===== src/rtl/cpu_accel_hub_if.sv =====
// ----------------------------------------------------------------------------
// cpu_accel_hub_if
//   CPU-side accelerator bus between the plotter CPU and cpu_accel_hub.
//   The CPU (master) picks a slot with accel_id and issues read/write
//   transfers. The hub (slave) answers with can_read/can_write status and
//   read data for the selected slot.
//
//   Signals
//     accel_id            master -> slave   ID_WIDTH    selected slot
//     accel_read_enable   master -> slave   1           read transfer this cycle
//     accel_write_enable  master -> slave   1           write transfer this cycle
//     accel_write_data    master -> slave   DATA_WIDTH  write data
//     accel_can_read      slave  -> master  1           selected slot has data
//     accel_can_write     slave  -> master  1           selected slot accepts data
//     accel_read_data     slave  -> master  DATA_WIDTH  selected slot read data
// ----------------------------------------------------------------------------
interface cpu_accel_hub_if #(
    parameter int ID_WIDTH   = 4,
    parameter int DATA_WIDTH = 16
);
    logic [ID_WIDTH-1:0]   accel_id;
    logic                  accel_read_enable;
    logic                  accel_write_enable;
    logic [DATA_WIDTH-1:0] accel_write_data;
    logic                  accel_can_read;
    logic                  accel_can_write;
    logic [DATA_WIDTH-1:0] accel_read_data;

    modport master (
        output accel_id,
        output accel_read_enable,
        output accel_write_enable,
        output accel_write_data,
        input  accel_can_read,
        input  accel_can_write,
        input  accel_read_data
    );

    modport slave (
        input  accel_id,
        input  accel_read_enable,
        input  accel_write_enable,
        input  accel_write_data,
        output accel_can_read,
        output accel_can_write,
        output accel_read_data
    );
endinterface


===== src/rtl/cpu_accel_hub.sv =====
// ----------------------------------------------------------------------------
// cpu_accel_hub
//   Accelerator interconnect and run controller for the plotter CPU.
//   Decodes the CPU accelerator bus onto NUM_ACCELS slots. Slot 0 is the
//   internal control slot: reads return the run argument, a write delivers
//   the result code and ends the run. Slots 1..NUM_ACCELS-1 are external.
//   The controller holds the CPU in reset until a start request, releases it
//   after RST_CYCLES and reports the result when the CPU finishes.
//
//   Optional feature: define ACCEL_WATCHDOG_EN to abort a run after
//   WATCHDOG_CYCLES consecutive cycles without bus activity (result all
//   ones, timeout set). Without the macro, timeout stays 0 and a stalled
//   CPU remains in RUN until i_rst.
//
//   Ports
//     i_clk                in   1                      clock
//     i_rst                in   1                      synchronous active-high reset
//     i_start              in   1                      begin run (sampled in IDLE only)
//     i_arg                in   DATA_WIDTH             run argument, latched on start
//     o_ready              out  1                      controller idle
//     o_result             out  DATA_WIDTH             last result code
//     o_result_valid       out  1                      one-cycle pulse on result update
//     o_timeout            out  1                      sticky: last run hit the watchdog
//     o_cpu_rst            out  1                      CPU reset
//     cpu_bus              slave modport of cpu_accel_hub_if
//     i_slot_can_read      in   NUM_ACCELS             per-slot can_read (bit 0 unused)
//     i_slot_can_write     in   NUM_ACCELS             per-slot can_write (bit 0 unused)
//     i_slot_read_data     in   NUM_ACCELS*DATA_WIDTH  slot i at [i*DW +: DW]
//     o_slot_read_enable   out  NUM_ACCELS             one-hot read strobe
//     o_slot_write_enable  out  NUM_ACCELS             one-hot write strobe
//     o_slot_write_data    out  DATA_WIDTH             broadcast CPU write data
//
//   state    | meaning
//   ---------+-------------------------------------------------
//   ST_IDLE  | CPU held in reset, waiting for i_start
//   ST_RESET | CPU held in reset for RST_CYCLES after start
//   ST_RUN   | CPU running, bus strobes forwarded to slots
// ----------------------------------------------------------------------------
module cpu_accel_hub #(
    parameter int NUM_ACCELS      = 4,
    parameter int ID_WIDTH        = 4,
    parameter int DATA_WIDTH      = 16,
    parameter int RST_CYCLES      = 4,
    parameter int WATCHDOG_CYCLES = 4096
) (
    input  logic                             i_clk,
    input  logic                             i_rst,
    input  logic                             i_start,
    input  logic [DATA_WIDTH-1:0]            i_arg,
    output logic                             o_ready,
    output logic [DATA_WIDTH-1:0]            o_result,
    output logic                             o_result_valid,
    output logic                             o_timeout,
    output logic                             o_cpu_rst,
    cpu_accel_hub_if.slave                   cpu_bus,
    input  logic [NUM_ACCELS-1:0]            i_slot_can_read,
    input  logic [NUM_ACCELS-1:0]            i_slot_can_write,
    input  logic [NUM_ACCELS*DATA_WIDTH-1:0] i_slot_read_data,
    output logic [NUM_ACCELS-1:0]            o_slot_read_enable,
    output logic [NUM_ACCELS-1:0]            o_slot_write_enable,
    output logic [DATA_WIDTH-1:0]            o_slot_write_data
);

    localparam logic [1:0] ST_IDLE  = 2'd0;
    localparam logic [1:0] ST_RESET = 2'd1;
    localparam logic [1:0] ST_RUN   = 2'd2;

    localparam int RC_W = (RST_CYCLES > 1) ? $clog2(RST_CYCLES) : 1;

    logic [1:0]            r_state;
    logic [RC_W-1:0]       r_rst_cnt;
    logic [DATA_WIDTH-1:0] r_arg;
    logic [DATA_WIDTH-1:0] r_result;
    logic                  r_result_valid;
    logic                  r_timeout;

    logic                  w_run;
    logic [NUM_ACCELS-1:0] w_sel;
    logic                  w_can_read;
    logic                  w_can_write;
    logic [DATA_WIDTH-1:0] w_read_data;
    logic                  w_ctrl_write;
    logic                  w_wd_expire;
    logic                  w_unused;

    assign w_run = (r_state == ST_RUN);

    // One-hot slot select; ids at or above NUM_ACCELS leave it all zero,
    // which drops strobes for out-of-range transfers.
    always_comb begin
        w_sel = '0;
        for (int i = 0; i < NUM_ACCELS; i++) begin
            if (cpu_bus.accel_id == ID_WIDTH'(i)) begin
                w_sel[i] = 1'b1;
            end
        end
    end

    // Status/data mux. Defaults cover the out-of-range case: nothing to
    // read, writes always "accepted" so the CPU never blocks on a bad id.
    always_comb begin
        w_can_read  = 1'b0;
        w_can_write = 1'b1;
        w_read_data = '0;
        for (int i = 1; i < NUM_ACCELS; i++) begin
            if (w_sel[i]) begin
                w_can_read  = i_slot_can_read[i];
                w_can_write = i_slot_can_write[i];
                w_read_data = i_slot_read_data[i*DATA_WIDTH +: DATA_WIDTH];
            end
        end
        if (w_sel[0]) begin
            w_can_read  = w_run;
            w_can_write = w_run;
            w_read_data = r_arg;
        end
    end

    assign cpu_bus.accel_can_read  = w_can_read;
    assign cpu_bus.accel_can_write = w_can_write;
    assign cpu_bus.accel_read_data = w_read_data;

    assign o_slot_read_enable  = w_sel & {NUM_ACCELS{cpu_bus.accel_read_enable  && w_run}};
    assign o_slot_write_enable = w_sel & {NUM_ACCELS{cpu_bus.accel_write_enable && w_run}};
    assign o_slot_write_data   = cpu_bus.accel_write_data;

    assign w_ctrl_write = w_run && cpu_bus.accel_write_enable && w_sel[0];

`ifdef ACCEL_WATCHDOG_EN
    localparam int WD_W = (WATCHDOG_CYCLES > 1) ? $clog2(WATCHDOG_CYCLES) : 1;

    logic [WD_W-1:0] r_wd_cnt;
    logic            w_bus_active;

    assign w_bus_active = cpu_bus.accel_read_enable || cpu_bus.accel_write_enable;

    // Down-counter reloaded on any transfer; expiry fires on the
    // WATCHDOG_CYCLES-th consecutive idle RUN cycle.
    assign w_wd_expire = w_run && !w_bus_active && (r_wd_cnt == '0);

    always_ff @(posedge i_clk) begin
        if (i_rst) begin
            r_wd_cnt <= WD_W'(WATCHDOG_CYCLES - 1);
        end else if (!w_run || w_bus_active) begin
            r_wd_cnt <= WD_W'(WATCHDOG_CYCLES - 1);
        end else if (r_wd_cnt != '0) begin
            r_wd_cnt <= r_wd_cnt - WD_W'(1);
        end
    end

    assign w_unused = ^{i_slot_can_read[0], i_slot_can_write[0],
                        i_slot_read_data[DATA_WIDTH-1:0]};
`else
    assign w_wd_expire = 1'b0;

    assign w_unused = ^{i_slot_can_read[0], i_slot_can_write[0],
                        i_slot_read_data[DATA_WIDTH-1:0],
                        (WATCHDOG_CYCLES > 0)};
`endif

    always_ff @(posedge i_clk) begin
        if (i_rst) begin
            r_state        <= ST_IDLE;
            r_rst_cnt      <= '0;
            r_arg          <= '0;
            r_result       <= '0;
            r_result_valid <= 1'b0;
            r_timeout      <= 1'b0;
        end else begin
            r_result_valid <= 1'b0;
            case (r_state)
                ST_IDLE: begin
                    if (i_start) begin
                        r_arg     <= i_arg;
                        r_timeout <= 1'b0;
                        r_rst_cnt <= RC_W'(RST_CYCLES - 1);
                        r_state   <= ST_RESET;
                    end
                end
                ST_RESET: begin
                    if (r_rst_cnt == '0) begin
                        r_state <= ST_RUN;
                    end else begin
                        r_rst_cnt <= r_rst_cnt - RC_W'(1);
                    end
                end
                ST_RUN: begin
                    if (w_ctrl_write) begin
                        r_result       <= cpu_bus.accel_write_data;
                        r_result_valid <= 1'b1;
                        r_state        <= ST_IDLE;
                    end else if (w_wd_expire) begin
                        r_result       <= '1;
                        r_result_valid <= 1'b1;
                        r_timeout      <= 1'b1;
                        r_state        <= ST_IDLE;
                    end
                end
                default: r_state <= ST_IDLE;
            endcase
        end
    end

    assign o_ready        = (r_state == ST_IDLE);
    assign o_cpu_rst      = !w_run;
    assign o_result       = r_result;
    assign o_result_valid = r_result_valid;
    assign o_timeout      = r_timeout;

endmodule


===== src/flat_wrapper.sv =====
// flat-port wrapper written by rule: the top's interface ports become plain ports
module cpu_accel_hub_flat 
#(
    parameter int NUM_ACCELS      = 4,
    parameter int ID_WIDTH        = 4,
    parameter int DATA_WIDTH      = 16,
    parameter int RST_CYCLES      = 4,
    parameter int WATCHDOG_CYCLES = 4096
)
  (i_clk, i_rst, i_start, i_arg, o_ready, o_result, o_result_valid, o_timeout, o_cpu_rst, i_slot_can_read, i_slot_can_write, i_slot_read_data, o_slot_read_enable, o_slot_write_enable, o_slot_write_data, cpu_bus_accel_id, cpu_bus_accel_read_enable, cpu_bus_accel_write_enable, cpu_bus_accel_write_data, cpu_bus_accel_can_read, cpu_bus_accel_can_write, cpu_bus_accel_read_data);
  cpu_accel_hub_if #(.ID_WIDTH(ID_WIDTH), .DATA_WIDTH(DATA_WIDTH)) cpu_bus_i ();
  input  logic i_clk;
  input  logic i_rst;
  input  logic i_start;
  input  logic [DATA_WIDTH-1:0] i_arg;
  output logic o_ready;
  output logic [DATA_WIDTH-1:0] o_result;
  output logic o_result_valid;
  output logic o_timeout;
  output logic o_cpu_rst;
  input  logic [NUM_ACCELS-1:0] i_slot_can_read;
  input  logic [NUM_ACCELS-1:0] i_slot_can_write;
  input  logic [NUM_ACCELS*DATA_WIDTH-1:0] i_slot_read_data;
  output logic [NUM_ACCELS-1:0] o_slot_read_enable;
  output logic [NUM_ACCELS-1:0] o_slot_write_enable;
  output logic [DATA_WIDTH-1:0] o_slot_write_data;
  input wire logic [$bits(cpu_bus_i.accel_id)-1:0] cpu_bus_accel_id;
  input wire logic [$bits(cpu_bus_i.accel_read_enable)-1:0] cpu_bus_accel_read_enable;
  input wire logic [$bits(cpu_bus_i.accel_write_enable)-1:0] cpu_bus_accel_write_enable;
  input wire logic [$bits(cpu_bus_i.accel_write_data)-1:0] cpu_bus_accel_write_data;
  output wire logic [$bits(cpu_bus_i.accel_can_read)-1:0] cpu_bus_accel_can_read;
  output wire logic [$bits(cpu_bus_i.accel_can_write)-1:0] cpu_bus_accel_can_write;
  output wire logic [$bits(cpu_bus_i.accel_read_data)-1:0] cpu_bus_accel_read_data;
  assign cpu_bus_i.accel_id = cpu_bus_accel_id;
  assign cpu_bus_i.accel_read_enable = cpu_bus_accel_read_enable;
  assign cpu_bus_i.accel_write_enable = cpu_bus_accel_write_enable;
  assign cpu_bus_i.accel_write_data = cpu_bus_accel_write_data;
  assign cpu_bus_accel_can_read = cpu_bus_i.accel_can_read;
  assign cpu_bus_accel_can_write = cpu_bus_i.accel_can_write;
  assign cpu_bus_accel_read_data = cpu_bus_i.accel_read_data;
  cpu_accel_hub #(.NUM_ACCELS(NUM_ACCELS), .ID_WIDTH(ID_WIDTH), .DATA_WIDTH(DATA_WIDTH), .RST_CYCLES(RST_CYCLES), .WATCHDOG_CYCLES(WATCHDOG_CYCLES)) u_core (.i_clk(i_clk), .i_rst(i_rst), .i_start(i_start), .i_arg(i_arg), .o_ready(o_ready), .o_result(o_result), .o_result_valid(o_result_valid), .o_timeout(o_timeout), .o_cpu_rst(o_cpu_rst), .cpu_bus(cpu_bus_i), .i_slot_can_read(i_slot_can_read), .i_slot_can_write(i_slot_can_write), .i_slot_read_data(i_slot_read_data), .o_slot_read_enable(o_slot_read_enable), .o_slot_write_enable(o_slot_write_enable), .o_slot_write_data(o_slot_write_data));
endmodule

===== config.mk =====
export PLATFORM = sky130hd
export DESIGN_NAME = cpu_accel_hub_flat
export DESIGN_NICKNAME = d
export VERILOG_FILES = /design/src/rtl/cpu_accel_hub_if.sv /design/src/rtl/cpu_accel_hub.sv /design/src/flat_wrapper.sv
export SDC_FILE = /design/constraint.sdc
export NUM_CORES = 1
export LEC_CHECK = 0
export CAP_MARGIN = 20
export CELL_PAD_IN_SITES_DETAIL_PLACEMENT = 0
export CELL_PAD_IN_SITES_GLOBAL_PLACEMENT = 1
export CORE_MARGIN = 10
export CORE_UTILIZATION = 20
export CTS_BUF_LIST = sky130_fd_sc_hd__clkbuf_4
export CTS_CLUSTER_SIZE = 12
export DETAILED_ROUTE_END_ITERATION = 8
export PLACE_DENSITY_LB_ADDON = 0.1
export SYNTH_ARGS = -nofsm -noshare
export SYNTH_HDL_FRONTEND = slang
export SYNTH_SLANG_ARGS = --single-unit

===== constraint.sdc =====
create_clock -name i_clk -period 1.6 [get_ports i_clk]
set_clock_uncertainty 0.2 [all_clocks]
set_input_delay 0.32 -clock i_clk [delete_from_list [all_inputs] [get_ports i_clk]]
set_output_delay 0.32 -clock i_clk [all_outputs]
set_load 0.01 [all_outputs]

-- Word level (Yosys, flattened, before mapping)
Index checks and enable logic that the tools add are counted.
- word-level logic and storage cells: 55
- bits in registers: 37
- output and inout port bits: 62
- bitwise operators: 3
- equality and inequality tests: 9
- mux-type cells: 24
- reduce and logical (&&, ||, !) cells: 13
- add/subtract/negate cells: 1
- operators by type and width (cell ; number):
    $mux 16 ; 4
    $mux 1 ; 13
    $mux 2 ; 5
    $and 4x4->4 ; 2
    $eq 4x2->1 const B ; 2
    $ne 2x2->1 const B ; 3
    $pmux 2 s3 ; 1
    $reduce_and 3->1 ; 2
    $eq 4x1->1 const B ; 1
    $logic_not 2->1 ; 2
    $logic_not 4->1 ; 1
    $pmux 2 s2 ; 1
    $reduce_and 2->1 ; 2
    $logic_and 1x1->1 ; 3
    $eq 2x1->1 const B ; 1
    $eq 2x2->1 const B ; 1
    $ne 2x1->1 const B ; 1
    $reduce_bool 2->1 ; 1
    $reduce_or 2->1 ; 1
    $sub 2x1->2 const B ; 1
    $logic_not 1->1 ; 1
    $not 1->1 ; 1

-- Longest topological paths before layout
- word-level depth: 6
- gate-level depth with buffers: 5
- depth with buffers taken out: 5

-- Worst setup path before layout
Ideal clock, no wire load.
- kind: in2out
- start: in cpu_bus_accel_id[3]
- end: out cpu_bus_accel_can_read
- path slack: -0.262 ns
- buffers on the path: 2
- stages: 5
- required time: 1.080 ns
- data arrival time: 1.342 ns
- cells stage by stage: nor4_4 > buf_2 > buf_2 > nand2_1 > o21ai_0
- cells in the longest elaborated chain, start to end: 6
- elaborated cells on any way between the ends: 12
- classes of those cells: eq/ne: 3; mux: 8; reduce/logical: 1
- RTL lines (what ; RTL line ; text):
    from (decl) ; flat_wrapper.sv:27 ; input wire logic [$bits(cpu_bus_i.accel_id)-1:0] cpu_bus_accel_id;
    $eq 4x1->1 ; cpu_accel_hub.sv:93 ; if (cpu_bus.accel_id == ID_WIDTH'(i)) begin
    $mux 1 ; cpu_accel_hub.sv:93 ;
    $mux 1 (3 in a row) ; cpu_accel_hub.sv:106 ; if (w_sel[i]) begin
    $mux 1 * ; cpu_accel_hub.sv:112 ; if (w_sel[0]) begin
    to (decl) ; flat_wrapper.sv:31 ; output wire logic [$bits(cpu_bus_i.accel_can_read)-1:0] cpu_bus_accel_can_read;
Every way passes the cells marked *; elsewhere a longest branch is shown, timed or not.

-- Worst setup path after layout
- start: reg u_core.r_state[1]
- end: out cpu_bus_accel_can_write
- cells in the longest elaborated chain, start to end: 2
- RTL lines (what ; RTL line ; text):
    from (decl) ; cpu_accel_hub.sv:70 ; logic [1:0] r_state;
    from (signal assigned) ; cpu_accel_hub.sv:163 ; r_state <= ST_IDLE;
    from (signal assigned) ; cpu_accel_hub.sv:177 ; r_state <= ST_RESET;
    from (signal assigned) ; cpu_accel_hub.sv:182 ; r_state <= ST_RUN;
    $eq 2x2->1 ; cpu_accel_hub.sv:86 ; assign w_run = (r_state == ST_RUN);
    $mux 1 ; cpu_accel_hub.sv:112 ;
    to (decl) ; flat_wrapper.sv:32 ; output wire logic [$bits(cpu_bus_i.accel_can_write)-1:0] cpu_bus_accel_can_write;
No other way between the ends.

==> flow_summary.json <==
{
  "critPathMaxStageDelay_ns": 0.46,
  "grt_pass1_vias": 2945,
  "cts-root-buf": "clkbuf_4",
  "worstPathMaxFanout": 2,
  "grt_max_degree": 38,
  "synth.distinct_cells": 32,
  "final_cells": 610,
  "dp_hpwl_mm": 7.87,
  "synth_area_per_cell_um2": 7.80,
  "cts_hold_buf": 0,
  "n_fill_cell": 1090,
  "fin_crit_ns": 2.07,
  "dr_total_vias": 2771,
  "r2r_slack_ns": -0.17,
  "critPathLaunch": "u_core.r_state[1]",
  "antenna_cells": 0,
  "nNetsFinal": 583,
  "die-height_um": 125,
  "synth_top_area_frac": 0.335,
  "track_usage": 0.138,
  "cp_cell_sequence": "nor2b_4 -> mux4_2 -> nand2b_4 -> buf_6",
  "htree_levels": 2,
  "cts_tree": "done",
  "yosysWarningCount": 0,
  "status": "finished, violations left",
  "p_per_area_nw_per_um2": 539,
  "fin_area_um2": 5050,
  "slew_violations": 0,
  "power_leakage_nw": 2.26,
  "rows": 38,
  "crit-reg2reg-launch": "u_core.r_state[1]",
  "clk_path_buf_depth": 2,
  "hp-class": "reg2reg",
  "synth_top_cells_by_area": "dfxtp_1 34%, nand2_1 8.7%, o221ai_1 6.7%, buf_4 6.5%, a311oi_1 6.3%",
  "netlist_area_um2": 2210,
  "synthToLayoutAreaGrowth_pct": 129,
  "ys_seq_elements": 37,
  "io_pins": 175,
  "setup_slack_ns": -0.472,
  "clk_latency_ns": 0.35,
  "syn-num-nets": 397,
  "drt_wl_total_mm": 11.4,
  "coreArea_um2": 10800,
  "crit_path_end_kind": "primary output",
  "drc": 0,
  "place_area_um2": 4180,
  "start_kind": "flip-flop",
  "hold_viol": 0,
  "wl_per_cell_um": 18.7,
  "ir_worst_vdd_uv": 318,
  "avgViaCountPerCell": 4.54,
  "setup_viol": 45,
  "dr.pass1.iters": 4,
  "path_class": "reg2out",
  "cp_top_family": "multiplexers",
  "cap_violations": 0,
  "cp_num_buf_inv": 1,
  "drt_iter0_markers": 94,
  "grt_pass1_wl_mm": 17.7,
  "start_util": 0.204,
  "finalCritPeriodShare": 1.30,
  "yosysTopAreaCell": "dfxtp_1",
  "hp-start": "u_core.r_arg[1]",
  "cp.arrival_ns": 1.55,
  "violations": "setup timing",
  "p_total_mw": 2.72,
  "die_area_um2": 15600,
  "dp_cells": 573,
  "cts.reportedPaths.clkPinSlew_ns": 0.15,
  "cts.sink_count": 37,
  "cts_buffers": 5,
  "drive_above_1_share": 0.419,
  "ys_seq_area_frac": 0.335,
  "routabilityCongestion": 0.784,
  "slowest_stage": "mux4_2",
  "die_x_um": 125,
  "ant_nets": 0,
  "netlist_instances": 283,
  "max_freq_mhz": 483,
  "io_buffers": 155,
  "overflow": 0,
  "worst_ep_required_time_ns": 1.08,
  "place_ws_ns": -1.12,
  "rsz0062_at_grt": "true",
  "antenna_found_initial": 0
}
[worst paths after layout]
check	end	depth (start not counted)
worst min-delay path	u_core.r_arg[1]	2
worst min register to register	u_core.r_arg[1]	2
worst max register to register	u_core.o_result[15]	8
worst max-delay path	cpu_bus_accel_can_write	4
[worst register-to-register path, cell delays in order, from the launching register on]
cell,delay (ns)
dfxtp_2,0.34
nor2b_4,0.13
buf_12,0.12
buf_6,0.11
buf_6,0.11
and3_4,0.17
buf_6,0.13
buf_8,0.14
a31o_4,0.24
[layout by cell type, fill, tap and decap left out, drive strengths merged, types with 2 or more instances in the layout]
| cell type | Yosys | layout |
|---|---|---|
| o21ai | 17 | 17 |
| inv | 19 | 20 |
| clkdlybuf4s15 | 0 | 15 |
| clkbuf | 14 | 8 |
| nand2b | 3 | 3 |
| and3 | 2 | 2 |
| clkdlybuf4s50 | 0 | 85 |
| o221ai | 17 | 17 |
| dfxtp | 37 | 37 |
| nor3b | 2 | 2 |
| a21o | 18 | 18 |
| nand3 | 2 | 2 |
| a311oi | 16 | 16 |
| a21oi | 17 | 17 |
| dlygate4sd2 | 0 | 18 |
| dlymetal6s2s | 0 | 4 |
| a31o | 17 | 17 |
| nand2 | 51 | 51 |
| clkinv | 1 | 2 |
| nor2 | 10 | 10 |
| buf | 30 | 98 |
[layout make-up]
class	instances	area (um^2)	share of cell area
inverters	20	75.1	0.0149
clock inverters	3	43.8	0.00867
repair buffers	223	2280	0.452
multi-input cells	182	1690	0.335
well taps	140	175	0.0347
clock buffers	5	37.5	0.00743
flip-flops and latches	37	743	0.147
[cell families (layout without fill, tap and decap cells)]
family	after synthesis	in the layout	synth area share
flops	37	37	0.335
compound gates	103	103	0.341
simple gates	76	76	0.158
fa+ha+maj	1	1	0.00566
other cells	1	1	0.00170
mux	1	1	0.0102
buf+inv	64	251	0.148
[power breakdown]
part | switching, mW | internal, mW | leakage, nW
logic | 0.429 | 0.582 | 1.91
clock network | 0.373 | 0.332 | 0.0456
registers | 0.0385 | 0.969 | 0.302
[through the flow]
step	utilization	hold WS, ns	setup TNS [ns]
2_1_floorplan	-	0.237	-2.01
3_3_place_gp	0.386	0.245	-50.30
3_5_place_dp	0.386	0.250	-50.53
4_1_cts	0.440	0.276	-11.37
5_1_grt	0.466	0.266	-12.34
6_report	0.466	0.285	-9.53
[layer usage]
metal	track usage	up-vias	share of wire	wire (um)
met5	0	-	0	0
met4	0.0224	0	0.0042	48
met3	0.0393	2	0.062	704
met2	0.218	83	0.46	5290
met1	0.185	1306	0.47	5340
li1	-	1380	-	-
[state kept, by name, summed over array words and instances, names as in the netlist]
name	cells
u_core.o_result_valid	1
u_core.r_arg	16
u_core.r_rst_cnt	2
u_core.r_state	2
u_core.o_result	16
[synth_stat cells]
| master | n |
|---|---|
| nor3b_2 | 1 |
| nor2_1 | 10 |
| nand2_1 | 51 |
| nor2b_1 | 1 |
| nand2b_1 | 3 |
| o221ai_1 | 17 |
| a31o_1 | 8 |
| clkinv_1 | 1 |
| a21oi_1 | 17 |
| mux4_2 | 1 |
| buf_4 | 19 |
| ha_1 | 1 |
| and2_1 | 1 |
| buf_2 | 7 |
| nand3_1 | 2 |
| a311oi_1 | 16 |
| buf_1 | 3 |
| conb_1 | 1 |
| nor3b_1 | 1 |
| dfxtp_1 | 37 |
| nor4_4 | 1 |
| buf_6 | 1 |
| a21o_1 | 18 |
| and3_1 | 2 |
| o21ai_0 | 17 |
| or3b_2 | 1 |
| clkbuf_1 | 14 |
| inv_1 | 19 |
| nor4bb_1 | 1 |
| or2_2 | 1 |
| a31o_2 | 9 |
| a221oi_1 | 1 |
[timing repair]
action / 4_1_cts / 5_1_grt
cloned: 5 / 3
buffers inserted: 22 / 4
endpoints found under the hold margin: 0 / 0
gates resized for setup: 263 / 73
endpoints found under the setup margin: 95 / 60
pin swaps: 39 / 15
(Power assumes the default switching activity.)
